$ cat src/rtl/fletcher_trailer.sv
// ---------------------------------------------------------------------------
// fletcher_trailer
//
// Passes a packet of WidthHalf-bit payload words straight through to the
// output, feeds every accepted word to an external Fletcher checksum stage,
// and then appends the Width-bit checksum result as two trailer words
// (high half first, low half carries out_last).
//
// The checksum stage is outside this block. It is cleared through ck_rst,
// accumulates ck_din whenever ck_en is high, and presents its {b, a} result
// on ck_dout CkLatency cycles after its last enable.
//
// Ports
//   clk        clock, rising edge
//   rst        synchronous active-high reset
//   in_valid   upstream payload word valid
//   in_ready   payload word accepted when in_valid & in_ready
//   in_data    payload word (WidthHalf bits)
//   in_last    final payload word of the packet
//   out_valid  downstream word valid
//   out_ready  downstream accepts when out_valid & out_ready
//   out_data   payload or trailer word (WidthHalf bits)
//   out_last   final word of the packet (second trailer word only)
//   ck_rst     clear to the checksum stage
//   ck_en      checksum accumulate enable
//   ck_din     checksum stage data input (always in_data)
//   ck_dout    checksum result {b, a} (Width bits)
//   pkt_words  payload word count of the current / last packet, saturating
//   pkt_done   one-cycle pulse when the last trailer word is accepted
// ---------------------------------------------------------------------------
module fletcher_trailer #(
  parameter int Width     = 32,
  parameter int CkLatency = 3
) (
  input  logic                 clk,
  input  logic                 rst,
  input  logic                 in_valid,
  output logic                 in_ready,
  input  logic [Width/2-1:0]   in_data,
  input  logic                 in_last,
  output logic                 out_valid,
  input  logic                 out_ready,
  output logic [Width/2-1:0]   out_data,
  output logic                 out_last,
  output logic                 ck_rst,
  output logic                 ck_en,
  output logic [Width/2-1:0]   ck_din,
  input  logic [Width-1:0]     ck_dout,
  output logic [15:0]          pkt_words,
  output logic                 pkt_done
);

  localparam int WidthHalf = Width / 2;

  typedef enum logic [2:0] {
    PASS     = 3'd0,
    WAIT     = 3'd1,
    TRAIL_HI = 3'd2,
    TRAIL_LO = 3'd3,
    CLEAR    = 3'd4
  } state_t;

  state_t            state_reg, state_next;
  logic [3:0]        count_reg, count_next;
  logic [Width-1:0]  trailer_reg, trailer_next;
  logic [15:0]       words_reg, words_next;
  // High once a packet has had its first word accepted; the next accepted
  // word then continues the count instead of restarting it at 1.
  logic              open_reg, open_next;

  logic              accept;

  // -------------------------------------------------------------------------
  // State register
  // -------------------------------------------------------------------------
  always_ff @(posedge clk) begin
    if (rst) begin
      state_reg   <= PASS;
      count_reg   <= 4'd0;
      trailer_reg <= '0;
      words_reg   <= 16'd0;
      open_reg    <= 1'b0;
    end else begin
      state_reg   <= state_next;
      count_reg   <= count_next;
      trailer_reg <= trailer_next;
      words_reg   <= words_next;
      open_reg    <= open_next;
    end
  end

  // -------------------------------------------------------------------------
  // Next-state and output logic
  // -------------------------------------------------------------------------
  always_comb begin
    state_next   = state_reg;
    count_next   = count_reg;
    trailer_next = trailer_reg;
    words_next   = words_reg;
    open_next    = open_reg;

    in_ready  = 1'b0;
    out_valid = 1'b0;
    out_data  = in_data;
    out_last  = 1'b0;
    ck_en     = 1'b0;
    ck_rst    = 1'b0;
    pkt_done  = 1'b0;
    accept    = 1'b0;

    case (state_reg)
      PASS: begin
        // Zero-latency passthrough: the upstream handshake is the downstream
        // handshake, so the checksum sees exactly the words that leave.
        in_ready  = out_ready;
        out_valid = in_valid;
        out_data  = in_data;
        accept    = in_valid & out_ready;
        ck_en     = accept;
        if (accept) begin
          if (!open_reg) begin
            words_next = 16'd1;
          end else if (words_reg != 16'hFFFF) begin
            words_next = words_reg + 16'd1;
          end
          open_next = ~in_last;
          if (in_last) begin
            state_next = WAIT;
            count_next = 4'(CkLatency);
          end
        end
      end

      WAIT: begin
        // Counter reaches 1 on the cycle ck_dout first holds the result of
        // the final enable; capture it there.
        count_next = count_reg - 4'd1;
        if (count_reg <= 4'd1) begin
          trailer_next = ck_dout;
          state_next   = TRAIL_HI;
        end
      end

      TRAIL_HI: begin
        out_valid = 1'b1;
        out_data  = trailer_reg[Width-1:WidthHalf];
        if (out_ready) begin
          state_next = TRAIL_LO;
        end
      end

      TRAIL_LO: begin
        out_valid = 1'b1;
        out_data  = trailer_reg[WidthHalf-1:0];
        out_last  = 1'b1;
        if (out_ready) begin
          pkt_done   = 1'b1;
          state_next = CLEAR;
        end
      end

      CLEAR: begin
        // One idle cycle to clear the checksum stage before the next packet.
        ck_rst     = 1'b1;
        state_next = PASS;
      end

      default: begin
        state_next = PASS;
      end
    endcase

    // Reset dominates every output regardless of the current state.
    if (rst) begin
      in_ready  = 1'b0;
      out_valid = 1'b0;
      out_last  = 1'b0;
      ck_en     = 1'b0;
      ck_rst    = 1'b1;
      pkt_done  = 1'b0;
    end
  end

  assign ck_din    = in_data;
  assign pkt_words = words_reg;

endmodule

$ cat config.mk
export PLATFORM = sky130hd
export DESIGN_NAME = fletcher_trailer
export DESIGN_NICKNAME = d
export VERILOG_FILES = /design/src/rtl/fletcher_trailer.sv
export SDC_FILE = /design/constraint.sdc
export NUM_CORES = 1
export LEC_CHECK = 0
export BUFFER_PORTS_ARGS = -buffer_cell sky130_fd_sc_hd__buf_2
export CORE_MARGIN = 2
export CORE_UTILIZATION = 50
export CTS_CLUSTER_SIZE = 16
export DETAILED_ROUTE_END_ITERATION = 6
export GPL_TIMING_DRIVEN = 0
export PLACE_DENSITY = 0.8
export SLEW_MARGIN = 5
export SYNTH_ARGS = -nofsm -noshare
export SYNTH_HDL_FRONTEND = slang
export SYNTH_SLANG_ARGS = --single-unit
$ cat constraint.sdc
create_clock -name clk -period 2.32 [get_ports clk]
set_clock_uncertainty 0.05 [all_clocks]
set_input_delay 0.464 -clock clk [delete_from_list [all_inputs] [get_ports clk]]
set_output_delay 0.464 -clock clk [all_outputs]
set_load 0.02 [all_outputs]
# Word-level counts from Yosys, hierarchy flattened
# Index checks and enable logic that the tools add are counted.
dict set report op_classes {
  n_addsub 2
  mul 0
  div_mod_pow 0
  n_lt_le_gt_ge 1
  eq_ne 11
  shift 0
  n_mux 25
  n_bitwise 2
  n_reduce_logical 8
}
# op n
set op_table {}
lappend op_table {{16-bit two-way mux} 2}
lappend op_table {{16-bit case mux with 2 select lines} 1}
lappend op_table {{16-bit by 1-bit adder with 16-bit output, second input constant} 1}
lappend op_table {{16-bit inequality test, second input constant} 1}
lappend op_table {{3-bit two-way mux} 5}
lappend op_table {{1-bit two-way mux} 12}
lappend op_table {{3-bit case mux with 4 select lines} 1}
lappend op_table {{2-bit inequality test, second input constant} 5}
lappend op_table {{4-bit two-way mux} 2}
lappend op_table {{4-bit case mux with 2 select lines} 1}
lappend op_table {{3-bit by 2-bit equality test with 1-bit output, second input constant} 2}
lappend op_table {{3-bit AND reduction} 2}
lappend op_table {{5-bit AND reduction} 1}
lappend op_table {{4-bit by 1-bit <= comparator with 1-bit output, second input constant} 1}
lappend op_table {{2-bit AND reduction} 2}
lappend op_table {{4-bit by 1-bit subtractor with 4-bit output, second input constant} 1}
lappend op_table {{3-bit by 1-bit equality test with 1-bit output, second input constant} 1}
lappend op_table {{3-bit equality test, second input constant} 1}
lappend op_table {{3-bit zero test} 1}
lappend op_table {{2-bit by 1-bit inequality test with 1-bit output, second input constant} 1}
lappend op_table {{1-bit case mux with 2 select lines} 1}
lappend op_table {{2-bit nonzero test} 1}
lappend op_table {{2-bit OR reduction} 1}
lappend op_table {{1-bit bitwise AND} 1}
lappend op_table {{1-bit inverter} 1}
dict set report totals {
  regBits 56
  latchBits 0
  mem_bits_rw 0
  rom_bits 0
  inputBits 53
  output_inout_bits 54
  elab_cells 54
  n_memories 0
}

# Depth between registers and ports, before layout
# Gate-level depths: netlist (run 1).
dict set report depth {
  word_depth 4
  ltp_mapped 9
  ltp_nobuf 7
}

# Least setup slack after synthesis (run 1)
# No wires, ideal clock.
dict set report synth_path {
  kind {input to output}
  from {input port rst}
  to {output port pkt_done}
  arrival_time_ns 1.591
  required_time_ns 1.806
  slack_ns 0.215
  cell_stages 3
  n_path_buf 1
  cell_sequence {clkbuf_1 > nor3b_1 > and2_1}
}
dict set report synth_between {
  elab_chain_cells 1
}
# item line
set synth_rtl {}
lappend synth_rtl {{from (decl)} 36} ;# input logic rst,
lappend synth_rtl {{1-bit two-way mux} 174} ;# if (rst) begin
lappend synth_rtl {{to (decl)} 50} ;# output logic pkt_done
# Every way passes these cells.

# Worst setup path in the final report (run 1)
dict set report layout_path {
  from {register state_reg[1]}
  to {output port ck_en}
}
dict set report layout_between {
  elab_chain_cells 3
}
# item line
set layout_rtl {}
lappend layout_rtl {{from (decl)} 63} ;# state_t state_reg, state_next;
lappend layout_rtl {{from (signal assigned)} 84} ;# state_reg <= state_next;
lappend layout_rtl {{3-bit zero test} 111} ;# case (state_reg)
lappend layout_rtl {{1-bit two-way mux} 111}
lappend layout_rtl {{1-bit two-way mux} 174}
lappend layout_rtl {{to (decl)} 46} ;# output logic ck_en,
# Every way passes these cells.

==> results.py, run 1 <==
metrics = {
    "grt": {
        "grt.busiest_layer": "met2",
        "overflow": 0,
        "grt_pass1_vias": 2719,
        "grt_util_met1_pct": 33.4,
        "use_met3_pct": 3.00,
        "grt_pass1_wl_um": 12700,
        "grtUsageMet2_pct": 41.0,
        "track_usage_pct": 24.9,
        "grt_max_degree": 18,
        "antenna_found_initial": 0,
    },
    "sta": {
        "slew_viol_final": 0,
        "timing.final.hold_violations": 0,
        "fin_crit_sh_pct": 96.1,
        "fin_setup_tns_ns": 0,
        "slew_headroom_pct": 65.9,
        "fmax_mhz": 448,
        "whs_ns": 0.327,
        "tightest_slew_ns": 0.512,
        "fin_ws_ns": 0.0896,
        "rsz0062_at_grt": "false",
        "setup-violations-final": 0,
        "timing.final.crit_period_ns": 2.23,
    },
    "setup_path": {
        "worstPathMaxFanout": 17,
        "reg2reg_depth": 6,
        "endpoint_kind": "primary output",
        "r2r-end": "pkt_words[9]",
        "rrSetupSlack_ns": 0.32,
        "rr_startpoint": "pkt_words[0]",
        "crit_path_start": "state_reg[1]",
        "critPathLaunchType": "register",
        "cp.required_ns": 1.81,
        "path_class": "register to primary output",
        "crit_end": "ck_en",
        "crit_arrival_ns": 1.72,
    },
    "layout": {
        "n_fill_cell": 535,
        "utilization_pct": 64.0,
        "largest_register_ffs": 32,
        "final_area_um2": 3720,
        "nets": 556,
        "ff_latch_area_um2": 1120,
        "multi_input_area_um2": 1590,
        "drive_gt1_share_pct": 30.9,
        "antennaDiodeCount": 0,
        "syn2layout_area_growth_pct": 25.7,
    },
    "synth": {
        "synth_area_leaders": "dfxtp_1, nand2_1, a21oi_1, mux2i_1, o21ai_0",
        "synth_nets": 443,
        "ys_top_cells_by_count": "nand2_1, dfxtp_1, a21oi_1",
        "synthMostInstantiatedCell": "nand2_1",
        "syn-cell-area_um2": 2960,
        "synthCells": 387,
        "synth.top_cell.area_share_pct": 37.9,
        "synthFlopType": "dfxtp_1",
        "synth.avg_cell_area_um2": 7.65,
        "seq_area_frac_synth_pct": 37.9,
        "synth-seq-cells": 56,
        "ys_async_sr_fraction_pct": 0,
        "synth_edf_count": 0,
        "yosys.area.top_type": "dfxtp_1",
        "synth_cell_types": 50,
        "yosys_warnings": 0,
    },
    "placement": {
        "dpl.hpwl_um": 6130,
        "pre_cts_slack_ns": 0.0486,
        "port_buffers": 105,
        "placed_area_um2": 3580,
        "gp_congestion": 0.898,
    },
    "run": {
        "maxCapViolations": 0,
    },
    "cts": {
        "clkLatencyLatePin_ns": 0.31,
        "cts_tree": "built",
        "root_buffer": "clkbuf_8",
        "h-tree-depth": 2,
        "numCtsBuffers": 5,
        "clk_pin_slew_worst_paths_ns": 0.10,
        "clk_path_buf_depth": 2,
        "clock_sinks": 56,
    },
    "power_and_ir_drop": {
        "power_density_nw_per_um2": 745,
        "cellLeakagePower_nw": 1.60,
        "peakVddDrop_mv": 0.403,
    },
    "status": {
        "status": "complete, no violations",
    },
    "die": {
        "die_h_um": 81.0,
        "io_pins": 107,
        "rows": 28,
        "fp.coreArea_um2": 5820,
        "die-area_um2": 6550,
        "initial_core_util_pct": 50.9,
        "die_w_um": 81.0,
    },
    "route": {
        "viasPerCell": 5.48,
        "wirelength_um": 8310,
        "routedWlPerCell_um": 14.4,
        "via_count": 3158,
        "drcViolationCount": 0,
        "drt_iter0_markers": 162,
        "ant_nets": 0,
        "drt_pass1_iterations": 4,
    },
    "worst_hold_path": {
        "hold_class": "input pin to register",
    },
}
-- cell families after synthesis --
group | Yosys count | share of synthesized area, %
simple gates | 171 | 27.5
compound gates | 92 | 17.9
flops | 56 | 37.9
buf+inv | 45 | 8.79
mux | 17 | 5.75
xor+xnor | 3 | 0.887
fa+ha+maj | 3 | 1.27
-- critical path: stages (launching register included) --
cell and delay, ns:
dfxtp_1 0.43, nor4b_4 0.42, nand2_4 0.20, nor2_1 0.16, buf_2 0.19
-- where the power goes --
| part | total (W) | internal (W) | switching [W] |
|---|---|---|---|
| registers | 0.00116 | 0.00108 | 0.0000766 |
| logic | 0.000965 | 0.000385 | 0.000580 |
| clock network | 0.000648 | 0.000327 | 0.000321 |
| total | 0.00277 | 0.00179 | 0.000978 |
-- worst min-delay path by stage --
stage	from	endpoint	slack, ns	cells after the start
floorplan	trailer_reg[16]	trailer_reg[16]	0.39	2
global placement	trailer_reg[29]	trailer_reg[29]	0.39	2
detailed placement	trailer_reg[27]	trailer_reg[27]	0.40	2
finish	ck_dout[8]	trailer_reg[8]	0.33	3
global route	ck_dout[9]	trailer_reg[9]	0.32	3
CTS	ck_dout[8]	trailer_reg[8]	0.32	3
-- final cells by class --
type,instances,area share (%)
tap,75,2.52
sequential,56,30.2
clock buffer,6,1.95
inverter,6,0.605
multi-input combinational,286,42.8
timing repair buffer,107,14.5
buffer,38,6.42
clock inverter,2,1.04
-- metrics by stage --
step	cells	power, W
global placement	567	0.00209
detailed placement	567	0.00212
CTS	574	0.00276
finish	576	0.00277
floorplan	387	0.00184
global route	576	0.00294
-- cells in the final DEF (no fill, tap or decap), types with 4 or more instances in the layout --
cell / count
buf_2: 112
nand2_1: 103
dfxtp_1: 55
a21oi_1: 42
o21ai_0: 26
buf_4: 18
mux2i_1: 17
nor2_1: 14
clkbuf_1: 9
nor3_1: 9
inv_1: 6
and2_1: 6
and3_1: 6
nand3_1: 6
clkbuf_8: 5
clkbuf_2: 4
nor4_1: 4
-- layer usage --
metal  vias to the layer above  wire length (um)
met2                       138              4060
met1                      1460              3510
met5                         -                 0
li1                       1548                 -
met3                        12               581
met4                         0               155
-- timing repair --
action                                  in CTS  in global routing
hold buffers                                 0                  0
endpoints found under the setup margin      17                 19
gates resized for setup                      4                  5
pin swaps                                    1                  1
setup buffers                                0                  2
Power figures use the tool's default switching activity.
==> run 2, diff against run 1 <==
--- a/config.mk
+++ b/config.mk
@@ -12,7 +12,8 @@
 export DETAILED_ROUTE_END_ITERATION = 6
 export GPL_TIMING_DRIVEN = 0
 export PLACE_DENSITY = 0.8
-export SLEW_MARGIN = 5
+export REMOVE_ABC_BUFFERS = 1
+export SLEW_MARGIN = 40
 export SYNTH_ARGS = -nofsm -noshare
 export SYNTH_HDL_FRONTEND = slang
 export SYNTH_SLANG_ARGS = --single-unit
==> results.py, run 2 (synthesized netlist as in run 1, its figures left out) <==
metrics = {
    "sta": {
        "setup-violations-final": 0,
        "slew_viol_final": 0,
        "timing.final.hold_violations": 0,
        "whs_ns": 0.336,
        "tightest_slew_ns": 0.603,
        "rsz0062_at_grt": "false",
        "timing.final.crit_period_ns": 2.16,
        "slew_headroom_pct": 59.7,
        "fin_crit_sh_pct": 93.1,
        "fmax_mhz": 463,
    },
    "power_and_ir_drop": {
        "cellLeakagePower_nw": 1.44,
        "switching_share_pct": 35.7,
        "pwr-share-seq_pct": 49.6,
        "switchingPower_w": 0.000887,
        "power.internal_w": 0.00160,
        "p_clk_share_pct": 20.3,
        "power_density_nw_per_um2": 716,
        "peakVddDrop_mv": 0.378,
        "total_power_w": 0.00248,
        "p_comb_share_pct": 30.1,
    },
    "placement": {
        "dp_cells": 529,
        "dpl.hpwl_um": 5000,
        "gp_congestion": 0.855,
        "port_buffers": 106,
    },
    "setup_path": {
        "worstPathMaxFanout": 33,
        "endpoint_kind": "primary output",
        "path_class": "register to primary output",
        "cp.required_ns": 1.81,
        "crit_arrival_ns": 1.64,
        "critPathLaunchType": "register",
    },
    "die": {
        "die-area_um2": 6550,
        "die_h_um": 81.0,
        "fp.coreArea_um2": 5820,
        "io_pins": 107,
        "die_w_um": 81.0,
        "initial_core_util_pct": 50.9,
        "rows": 28,
    },
    "cts": {
        "root_buffer": "clkbuf_8",
        "hold_buffers": 0,
        "h-tree-depth": 2,
        "clk_path_buf_depth": 2,
        "clk_pin_slew_worst_paths_ns": 0.09,
        "clkLatencyLatePin_ns": 0.30,
        "clock_sinks": 56,
        "numCtsBuffers": 5,
        "cts_tree": "built",
    },
    "route": {
        "drt_iter0_markers": 237,
        "viasPerCell": 5.46,
        "wirelength_um": 7020,
        "drcViolationCount": 0,
        "ant_nets": 0,
        "routedWlPerCell_um": 13.1,
        "via_count": 2932,
        "drt_pass1_iterations": 4,
    },
    "grt": {
        "track_usage_pct": 21.4,
        "antenna_found_initial": 0,
        "overflow": 0,
        "grt_pass1_wl_um": 11200,
        "grt_max_degree": 56,
        "grt_pass1_vias": 2636,
    },
    "layout": {
        "n_fill_cell": 586,
        "largest_register_ffs": 32,
        "nets": 518,
        "syn2layout_area_growth_pct": 17.1,
        "antennaDiodeCount": 0,
        "stdcell_count": 537,
        "final_cell_mix": "buf_2, nand2_1, dfxtp_1, a21oi_1, o21ai_0",
        "utilization_pct": 59.6,
        "drive_gt1_share_pct": 27.7,
        "mostFrequentLayoutCell": "buf_2",
    },
    "worst_hold_path": {
        "hold_class": "input pin to register",
    },
    "run": {
        "maxCapViolations": 0,
    },
    "status": {
        "status": "complete, no violations",
    },
}
## run 2: cell count changes in the layout (fill, tap and decap cells not counted), sizes merged
| cell | previous run | this run |
|---|---|---|
| buf | 133 | 107 |
| clkbuf | 18 | 5 |
| bufinv | 1 | 0 |
| clkinv | 0 | 1 |
| clkinvlp | 0 | 1 |
| inv | 7 | 6 |
## run 2: through the flow
stage,setup WS [ns],cell area [um^2],TNS [ns]
6_report,0.161,3470,0
5_1_grt,0.0571,3470,0
4_1_cts,0.00978,3450,0
3_5_place_dp,0.0289,3360,0
3_3_place_gp,-0.699,3350,-22.23
2_1_floorplan,-0.150,2720,-2.40
## run 2: power by group through the flow
stage	Clock [W]	Sequential, W	Combinational [W]
6_report	0.000503	0.00123	0.000748
5_1_grt	0.000551	0.00125	0.000856
4_1_cts	0.000522	0.00123	0.000746
3_5_place_dp	0	0.00125	0.000737
3_3_place_gp	0	0.00124	0.000722
2_1_floorplan	0	0.00121	0.000505
## run 2: what timing repair did
action / 4_1_cts / 5_1_grt
pin swaps: 1 / 0
gates resized for setup: 2 / 4
setup endpoints to repair: 7 / 15
buffers inserted: 1 / 0
## run 2: critical path: stages, from the launching register on
cell	delay [ns]
dfxtp_1	0.50
nand2b_4	0.40
nor3b_2	0.10
and2_1	0.18
buf_2	0.16
## run 2: per-layer routing
| metal | share of wire, % | vias to the layer above | global-route usage [%] | routed length (um) |
|---|---|---|---|---|
| li1 | - | 1464 | - | - |
| met1 | 42 | 1368 | 27.1 | 2970 |
| met2 | 50 | 88 | 36.7 | 3510 |
| met3 | 6.0 | 12 | 3.00 | 422 |
| met4 | 1.7 | 0 | 8.47 | 116 |
| met5 | 0 | - | 0 | 0 |
## run 2: area by class of cell
cell class | count | area, um^2 | area share, %
clock buffers | 5 | 68.8 | 1.98
clock inverters | 2 | 12.5 | 0.361
inverters | 6 | 22.5 | 0.650
multi-input cells | 286 | 1600 | 46.2
flip-flops and latches | 56 | 1130 | 32.5
well taps | 75 | 93.8 | 2.71
repair buffers | 107 | 541 | 15.6
## run 2: path summary, 6_finish.rpt
check | from | cells after the start | to | slack (ns)
setup / recovery | state_reg[2] | 4 | pkt_done | 0.16
hold / removal | ck_dout[17] | 3 | trailer_reg[17] | 0.34
setup reg to reg | state_reg[0] | 5 | trailer_reg[28] | 0.33
hold reg to reg | trailer_reg[25] | 2 | trailer_reg[25] | 0.41
